## src/rtl/encoder_4_2_seq.sv

```systemverilog
// Sequential 4:2 encoder: captures a multi-hot request vector and emits one
// 2-bit index per accepted output beat, until every set bit has been emitted.
//
// Ports:
//   clk        - clock, all state updates on the rising edge
//   rst        - synchronous active-high reset
//   in_valid   - producer presents in_vec
//   in_ready   - high while IDLE; the block can take a new vector
//   in_vec     - multi-hot request vector, in_vec[k] = line k
//   out_valid  - encoded index valid; also usable as decoder enable
//   out_ready  - consumer accepts the current index
//   a, b       - index bits {b,a}, registered, 0 when out_valid=0
//   last       - current index is the final set bit of the vector
//   zero       - one-cycle pulse after an all-zero vector was accepted
//
// Build option ENC_ROUND_ROBIN_EN: round-robin bit selection starting after
// the last emitted index. Undefined: fixed priority, lowest index first.
module encoder_4_2_seq (
  input  logic       clk,
  input  logic       rst,
  input  logic       in_valid,
  output logic       in_ready,
  input  logic [0:3] in_vec,
  output logic       out_valid,
  input  logic       out_ready,
  output logic       a,
  output logic       b,
  output logic       last,
  output logic       zero
);

  typedef enum logic {
    IDLE = 1'b0,
    BUSY = 1'b1
  } state_t;

  state_t      state_q;
  state_t      state_d;
  logic [3:0]  pend_q;
  logic [3:0]  pend_d;
  logic [1:0]  idx_q;
  logic [1:0]  idx_d;
  logic        last_q;
  logic        last_d;
  logic        zero_q;
  logic        zero_d;
  logic [3:0]  vec_n;
  logic [1:0]  sel;
  logic        in_xfer;
  logic        out_xfer;

`ifdef ENC_ROUND_ROBIN_EN
  logic [1:0]  ptr_q;
  logic [1:0]  ptr_d;
`endif

  // in_vec is declared [0:3]; normalise to pend bit k = line k.
  always_comb begin
    for (int k = 0; k < 4; k++) begin
      vec_n[k] = in_vec[k];
    end
  end

  function automatic logic [1:0] pick_fixed(
    input logic [3:0] p
  );
    logic [1:0] r;
    r = 2'd0;
    casez (p)
      4'b???1: r = 2'd0;
      4'b??10: r = 2'd1;
      4'b?100: r = 2'd2;
      4'b1000: r = 2'd3;
      default: r = 2'd0;
    endcase
    return r;
  endfunction

`ifdef ENC_ROUND_ROBIN_EN
  // Search starts strictly after ptr and wraps 3 -> 0.
  function automatic logic [1:0] pick_rr(
    input logic [3:0] p,
    input logic [1:0] ptr
  );
    logic [1:0] r;
    logic [1:0] j;
    logic       found;
    r     = 2'd0;
    found = 1'b0;
    for (int i = 1; i <= 4; i++) begin
      j = ptr + i[1:0];
      if (!found && p[j]) begin
        r     = j;
        found = 1'b1;
      end
    end
    return r;
  endfunction
`endif

  function automatic logic one_hot(
    input logic [3:0] p
  );
    return (p != 4'd0) &&
           ((p & (p - 4'd1)) == 4'd0);
  endfunction

  assign in_ready  = (state_q == IDLE);
  assign out_valid = (state_q == BUSY);
  assign in_xfer   = in_valid & in_ready;
  assign out_xfer  = out_valid & out_ready;

  always_comb begin
    state_d = state_q;
    pend_d  = pend_q;
    zero_d  = 1'b0;
`ifdef ENC_ROUND_ROBIN_EN
    ptr_d   = ptr_q;
`endif
    case (state_q)
      IDLE: begin
        if (in_xfer) begin
          if (vec_n != 4'd0) begin
            pend_d  = vec_n;
            state_d = BUSY;
          end else begin
            zero_d  = 1'b1;
          end
        end
      end
      BUSY: begin
        if (out_xfer) begin
          pend_d = pend_q & ~(4'd1 << idx_q);
`ifdef ENC_ROUND_ROBIN_EN
          ptr_d  = idx_q;
`endif
          if (last_q) begin
            state_d = IDLE;
          end
        end
      end
      default: begin
        state_d = IDLE;
      end
    endcase
  end

  // The next index is chosen from the next-state pending bits so that
  // {b,a} and last leave the register already valid for the new beat.
  always_comb begin
`ifdef ENC_ROUND_ROBIN_EN
    sel = pick_rr(pend_d, ptr_d);
`else
    sel = pick_fixed(pend_d);
`endif
  end

  always_comb begin
    idx_d  = 2'd0;
    last_d = 1'b0;
    if (state_d == BUSY) begin
      idx_d  = sel;
      last_d = one_hot(pend_d);
    end
  end

  always_ff @(posedge clk) begin
    if (rst) begin
      state_q <= IDLE;
      pend_q  <= 4'd0;
      idx_q   <= 2'd0;
      last_q  <= 1'b0;
      zero_q  <= 1'b0;
`ifdef ENC_ROUND_ROBIN_EN
      ptr_q   <= 2'd3;
`endif
    end else begin
      state_q <= state_d;
      pend_q  <= pend_d;
      idx_q   <= idx_d;
      last_q  <= last_d;
      zero_q  <= zero_d;
`ifdef ENC_ROUND_ROBIN_EN
      ptr_q   <= ptr_d;
`endif
    end
  end

  assign a    = idx_q[0];
  assign b    = idx_q[1];
  assign last = last_q;
  assign zero = zero_q;

endmodule

```

## config.mk

```make
export PLATFORM = sky130hd
export DESIGN_NAME = encoder_4_2_seq
export DESIGN_NICKNAME = d
export VERILOG_FILES = /design/src/rtl/encoder_4_2_seq.sv
export SDC_FILE = /design/constraint.sdc
export NUM_CORES = 1
export LEC_CHECK = 0
export ABC_CLOCK_PERIOD_IN_PS = 1800
export BUFFER_PORTS_ARGS = -buffer_cell sky130_fd_sc_hd__buf_2
export CORE_AREA = 2 2 39 41
export CTS_BUF_LIST = sky130_fd_sc_hd__clkbuf_16
export CTS_CLUSTER_DIAMETER = 80
export DETAILED_ROUTE_END_ITERATION = 10
export DIE_AREA = 0 0 41 43
export GPL_TIMING_DRIVEN = 0
export MAX_ROUTING_LAYER = met4
export PLACE_DENSITY_LB_ADDON = 0.05
export SLEW_MARGIN = 10
export SYNTH_ARGS = -nofsm -noshare
export SYNTH_HDL_FRONTEND = slang
export SYNTH_SLANG_ARGS = --single-unit
```

## constraint.sdc

```tcl
create_clock -name clk -period 1.8 [get_ports clk]
set_input_delay 0.36 -clock clk [delete_from_list [all_inputs] [get_ports clk]]
set_output_delay 0.36 -clock clk [all_outputs]
set_load 0.03 [all_outputs]
```

==> results of run 1 <==
## cell usage in the layout (no fill, tap or decap), types with 2 or more instances in the layout
| cell | n |
|---|---|
| nand2b_1 | 2 |
| buf_4 | 2 |
| buf_2 | 14 |
| inv_1 | 3 |
| clkbuf_16 | 3 |
| a21oi_1 | 4 |
| nor2_1 | 4 |
| dfxtp_1 | 9 |
| nand2_1 | 5 |
| a31oi_1 | 2 |
## registers in the layout (all words and copies together) (netlist names)
signal     count
out_valid      1
pend_q         4
last           1
zero           1
idx_q          2
## through the flow
step                util, %  total power [mW]  instances
global placement       40.1             0.354         77
global route           46.9             0.774         83
CTS                    45.8             0.747         81
floorplan                 -             0.314         48
finish                 46.9             0.742         83
detailed placement     40.1             0.354         77
## worst max-delay path: cells and delay by family
family	cells	cell delay (ns)
AND/OR/NAND/NOR	1	0.13
buffers and inverters	1	0.13
AO/OA/AOI/OAI	5	1.25
## power by group
part / leakage, nW / switching, mW / internal (mW)
clock network: 0.0423 / 0.0983 / 0.290
logic: 0.164 / 0.0777 / 0.0533
registers: 0.0738 / 0.00860 / 0.214
## cell type report
cell class,count,area [um^2],share of cell area [%]
clock buffer,3,75.1,11.6
buffer,1,5.00,0.771
multi-input combinational,36,278,42.8
timing repair buffer,15,80.1,12.3
clock inverter,1,3.75,0.578
inverter,2,7.51,1.16
tap,16,20.0,3.08
sequential,9,180,27.7
## layer usage
layer | vias up | GRT usage, % | routed length (um)
li1 | 222 | - | -
met1 | 204 | 19.4 | 510
met2 | 12 | 20.6 | 482
met3 | 4 | 6.28 | 61
met4 | 0 | 12.0 | 27
met5 | - | - | 0
## Yosys cell counts (2+ instances only)
master | n | area share (%)
dfxtp_1 | 9 | 39
a21oi_1 | 5 | 5.4
nand2_1 | 5 | 4.0
nor2_1 | 4 | 3.2
a31oi_1 | 2 | 2.7
inv_1 | 2 | 1.6
nand2b_1 | 2 | 2.7
## worst paths after layout
| check | slack (ns) | start | depth (start not counted) | to |
|---|---|---|---|---|
| worst min register to register | 0.58 | last$_SDFF_PP0_ | 2 | out_valid$_SDFF_PP0_ |
| worst max register to register | 0.20 | out_valid$_SDFF_PP0_ | 7 | last$_SDFF_PP0_ |
| worst max-delay path | 0.10 | in_vec[2] | 7 | last$_SDFF_PP0_ |
| worst min-delay path | 0.39 | rst | 2 | pend_q[0]$_SDFF_PP0_ |
## kinds of logic (layout without fill, tap and decap cells)
| group | count (synthesis) | after routing | synth area share [%] |
|---|---|---|---|
| buf+inv | 3 | 22 | 2.68 |
| compound gates | 18 | 18 | 36.5 |
| flops | 9 | 9 | 38.6 |
| simple gates | 18 | 18 | 22.3 |
## what timing repair did
item | CTS | global route
setup buffers | 0 | 2
endpoints found under the setup margin | 0 | 1
resized for setup | 0 | 0
==> metrics.md, run 1 <==
| Metric | Value |
|---|---|
| Outcome | finished, final reports clean |
| H-tree Lvls | 1 |
| Crit. End Element | flip-flop |
| Post-synthesis sequential area ratio | about 39% |
| Global-route wire length before repair | roughly 1.8 mm |
| Num rows | 14 |
| Number of port buffers | 13 |
| CTS root buf | clkbuf_16 |
| Worst slew margin relative to its limit | 77.0% |
| Yosys warns | 0 |
| P&R area growth vs syn | 39.1% |
| CP Data Required Time | between 1.5 and 2 ns |
| Wire per inst | around 13 um |
| P_leak | 0.280 nW |
| Hold Vio Cnt, Final | 0 |
| Maximum number of pins on one net before global-route repair | 10 |
| Vias in the first global route | between 400 and 500 |
| Hold/Removal Path Class | primary input to flip-flop |
| Dpl ws | -0.195 ns |
| DRT Pass-1 Iters | 2 |
| Layout cells sized above 1 | between 40% and 50% |
| Crit path kind | primary input to flip-flop |
| RSZ-0062 raised after global routing | false |
| CTS buffer count | 3 |
| Top_reg_cell synth | dfxtp_1 |
| Worst-path clk slew | around 0.040 ns |
| CTS tree | built |
| CP cell instances | buf_2 -> o41ai_4 -> a22oi_2 -> o21a_4 -> nand2b_4 -> a311o_1 -> a21boi_2 |
| Number of max-cap violations | 0 |
| Period utilization | 94.4% |
| Post-synthesis register bit count | 9 |
| Type of origin of the critical path | primary input |
| Synth async-reset ratio | 0% |
| Final worst slack | 0.101 ns |
| N_diodes | 0 |
| Final Skew | about 0.0037 ns |
| Peak supply drop | 0.676 mV |
| Pwr Density | around 1100 nW/um^2 |
| Gr usage total | roughly 16% |
| DRT iter0 DRCs | 3 |
| Via count | between 400 and 500 |
| Core area | around 1400 um^2 |
| DP Wirelength | just under 800 um |
| Max clock buf depth | 2 |
| Post-synth EDFFs | 0 |
| # setup viols final | 0 |
| Vias per cell | 5.33 |
| Least-Margin Pin Slew | approximately 0.34 ns |
| Drt drc | 0 |
| Worst hold margin | just under 0.4 ns |
| Final nets | 76 |
| Setup TNS | 0 ns |
| Slowest CP cell | o41ai_4 |
| Die Height | around 43 um |
| Hold_buf cts | 0 |
| Synth Instances | between 40 and 50 |
| I/O pin cnt | 14 |
| Synth unique cells | 26 |
| CP max stage delay | 0.43 ns |
| Initial core utilization | between 30% and 40% |
| Arr. time, crit path | 1.87 ns |
| Worst skew pair latency | approximately 0.24 ns |
| Placed Area | roughly 560 um^2 |
| Mapped Area | between 400 and 500 um^2 |
| Worst-path maximum fanout | 6 |
| Initial antenna violation count | 0 |
| Die width | just over 40 um |
| Grt ovf | 0 |
| Mapped Nets | between 50 and 60 |
| Fill cells | about 150 |
| Max Clk Rate | 588 MHz |
| Drt total wl | 1.08 mm |
| GPL Wtd Cong | between 0.6 and 0.7 |
| CTS Sinks | 9 |
| Mapped Avg Cell Area | 9.72 um^2 |
| ANT nets after route | 0 |
| Die area | 1760 um^2 |
| Finished Cell Area | ~650 um^2 |
| Max Slew Vio Count | 0 |
| Minimum clock period | approximately 1.7 ns |
Note: power is estimated with default switching activity, not from simulation.
==> run 2: changes to the inputs <==
CORE_AREA = unset   (was 2 2 39 41)
CORE_MARGIN = 2   (was unset)
CORE_UTILIZATION = 30   (was unset)
DIE_AREA = unset   (was 0 0 41 43)
HOLD_SLACK_MARGIN = 0.05   (was unset)
==> metrics.md, run 2 (same netlist as run 1, synthesis figures left out) <==
| Metric | Value |
|---|---|
| Outcome | finished, final reports clean |
| Die width | 43.4 um (+6.0%) |
| Hold/Removal Path Class | primary input to flip-flop |
| Wire per inst | 12.9 um (-0.84%) |
| Maximum number of pins on one net before global-route repair | 10 (unchanged) |
| R2R Path End | last$_SDFF_PP0_ |
| Final nets | 75 (-1.3%) |
| DRT iter0 DRCs | 5 (+2) |
| Final Skew | 0.00253 ns (-0.00113 ns) |
| Crit. End Element | flip-flop |
| ANT nets after route | 0 (unchanged) |
| Vias per cell | 5.26 (-1.3%) |
| Hold depth | 2 (unchanged) |
| Routed wl met3 | 80 um (+31%) |
| Via count | 431 (-2.5%) |
| Max FFs per register | 4 (unchanged) |
| DRT Pass-1 Iters | 3 (+1) |
| Hold_sp | rst |
| Initial antenna violation count | 0 (unchanged) |
| Commonest cells after routing, fill and taps aside | buf_2 (14), dfxtp_1 (9), nand2_1 (5) |
| Minimum clock period | 1.70 ns (+0.00472 ns) |
| Non-Filler Instances | 82 (-1.2%) |
| Type of origin of the critical path | primary input |
| Worst-path maximum fanout | 6 (unchanged) |
| Worst Hold End | pend_q[2]$_SDFF_PP0_ |
| Pwr Density | 1150 nW/um^2 (+1.0%) |
| Top sig layer | met4 |
| Worst slew margin relative to its limit | 76.4% (-0.68 points) |
| Cell count after placement | 77 (unchanged) |
| CTS Sinks | 9 (unchanged) |
| Worst skew pair latency | 0.24 ns (about the same) |
| Hold Vio Cnt, Final | 0 (unchanged) |
| Clock power share | 52.7% (+0.3 points) |
| P_leak | 0.275 nW (-1.7%) |
| Drt total wl | 1.06 mm (-2.0%) |
| GPL Wtd Cong | 0.670 (-1.5%) |
| Grt ovf | 0 (unchanged) |
| CTS tree | built |
| Worst R2R Setup Slack | 0.20 ns (about the same) |
| Top flop regs | pend_q x4, idx_q x2 |
| Crit path kind | primary input to flip-flop |
| Worst r2r path cells | 7 (unchanged) |
| Worst R2R Start | out_valid$_SDFF_PP0_ |
| N_diodes | 0 (unchanged) |
| Dpl ws | -0.191 ns (+0.00479 ns) |
| Peak supply drop | 0.528 mV (-22%) |
| Drt drc | 0 (unchanged) |
| Least-Margin Pin Slew | 0.353 ns (+0.0101 ns) |
| Number of max-cap violations | 0 (unchanged) |
| Most common cell after layout, fill and taps aside | buf_2 |
| Fill cells | 148 (-3.3%) |
| Net Sw Power | 0.185 mW (+0.19%) |
| Hold_buf cts | 0 (unchanged) |
| Flop pwr share | 30.1% (about the same) |
| Final worst slack | 0.0960 ns (-0.00472 ns) |
| Die Height | 43.4 um (+1.0%) |
| Period utilization | 94.7% (+0.26 points) |
| Arr. time, crit path | 1.88 ns (about the same) |
| CTS root buf | clkbuf_16 |
| Worst hold margin | 0.380 ns (-0.0116 ns) |
| Largest Register | pend_q |
| Logic pwr share | 17.2% (-0.5 points) |
| Global-route wire length before repair | 1.63 mm (-7.4%) |
| Initial core utilization | 31.3% (-2.4 points) |
| Vias in the first global route | 366 (-9.6%) |
| CTS buffer count | 3 (unchanged) |
| # setup viols final | 0 (unchanged) |
| Gr usage total | 12.9% (-3.2 points) |
| Worst-path clk slew | 0.04 ns (about the same) |
| H-tree Lvls | 1 (unchanged) |
| DP Wirelength | 767 um (-2.2%) |
| Max Slew Vio Count | 0 (unchanged) |
| Met2 Routed Length | 470 um (-2.5%) |
| Final core occ | 43.1% (-3.8 points) |
| Internal | 0.556 mW (-0.26%) |
| I/O pin cnt | 14 (unchanged) |
| Max Clk Rate | 587 MHz (-0.28%) |
| Wl on met1 | 471 um (-7.6%) |
| Number of port buffers | 13 (unchanged) |
| CP Data Required Time | 1.97 ns (about the same) |
| Max clock buf depth | 2 (unchanged) |
| Sw Ratio | 25.0% (+0.084 points) |
| Layout cells sized above 1 | 40.9% (-0.88 points) |
| Die area | 1890 um^2 (+7.0%) |
| RSZ-0062 raised after global routing | false |
| Num rows | 14 (unchanged) |
| Core area | 1490 um^2 (+7.6%) |
| P&R area growth vs syn | 37.5% |
-- run 2: cell type report --
cell class / instances / area, um^2 / share of cell area (%)
buffer: 1 / 5.00 / 0.780
clock buffer: 3 / 75.1 / 11.7
clock inverter: 1 / 3.75 / 0.585
inverter: 2 / 7.51 / 1.17
multi-input combinational: 36 / 278 / 43.3
sequential: 9 / 180 / 28.1
tap: 16 / 20.0 / 3.12
timing repair buffer: 14 / 72.6 / 11.3
-- run 2: worst max-delay path: stages --
cell      delay [ns]
buf_2           0.13
o41ai_4         0.44
a22oi_2         0.09
o21a_4          0.24
nand2b_4        0.13
a311o_1         0.36
a21boi_2        0.13
-- run 2: metal layers --
metal / vias to the layer above / GRT usage, %
li1: 216 / -
met1: 199 / 13.8
met2: 12 / 18.2
met3: 4 / 5.42
met4: 0 / 10.9
met5: - / -
-- run 2: how the worst max path moves through the flow --
stage,startpoint,to,slack [ns],cells after the start
CTS,in_vec[0],last$_SDFF_PP0_,0.05,7
finish,in_vec[2],last$_SDFF_PP0_,0.1,7
global placement,in_vec[0],last$_SDFF_PP0_,-0.21,7
detailed placement,in_vec[0],last$_SDFF_PP0_,-0.19,7
global route,in_vec[2],last$_SDFF_PP0_,0.04,7
floorplan,out_valid$_SDFF_PP0_,last$_SDFF_PP0_,0.02,6
-- run 2: what timing repair did --
action,CTS,global route
setup buffers,0,1
endpoints found under the setup margin,0,1
gates resized for setup,0,0
-- run 2: per-stage QoR --
step           setup TNS, ns  instance area (um^2)  power [mW]
6_report                   0                   642       0.741
5_1_grt                    0                   642       0.770
4_1_cts                    0                   634       0.743
3_5_place_dp          -0.191                   556       0.353
3_3_place_gp          -0.206                   556       0.355
2_1_floorplan              0                   470       0.314
-- run 2: power by group through the flow --
stage                     Sequential, mW  Clock [mW]  Combinational [mW]
after floorplan                    0.240           0              0.0735
after global placement             0.226           0               0.128
after detailed placement           0.226           0               0.127
after CTS                          0.223       0.393               0.127
after global routing               0.224       0.407               0.138
final                              0.223       0.390               0.128
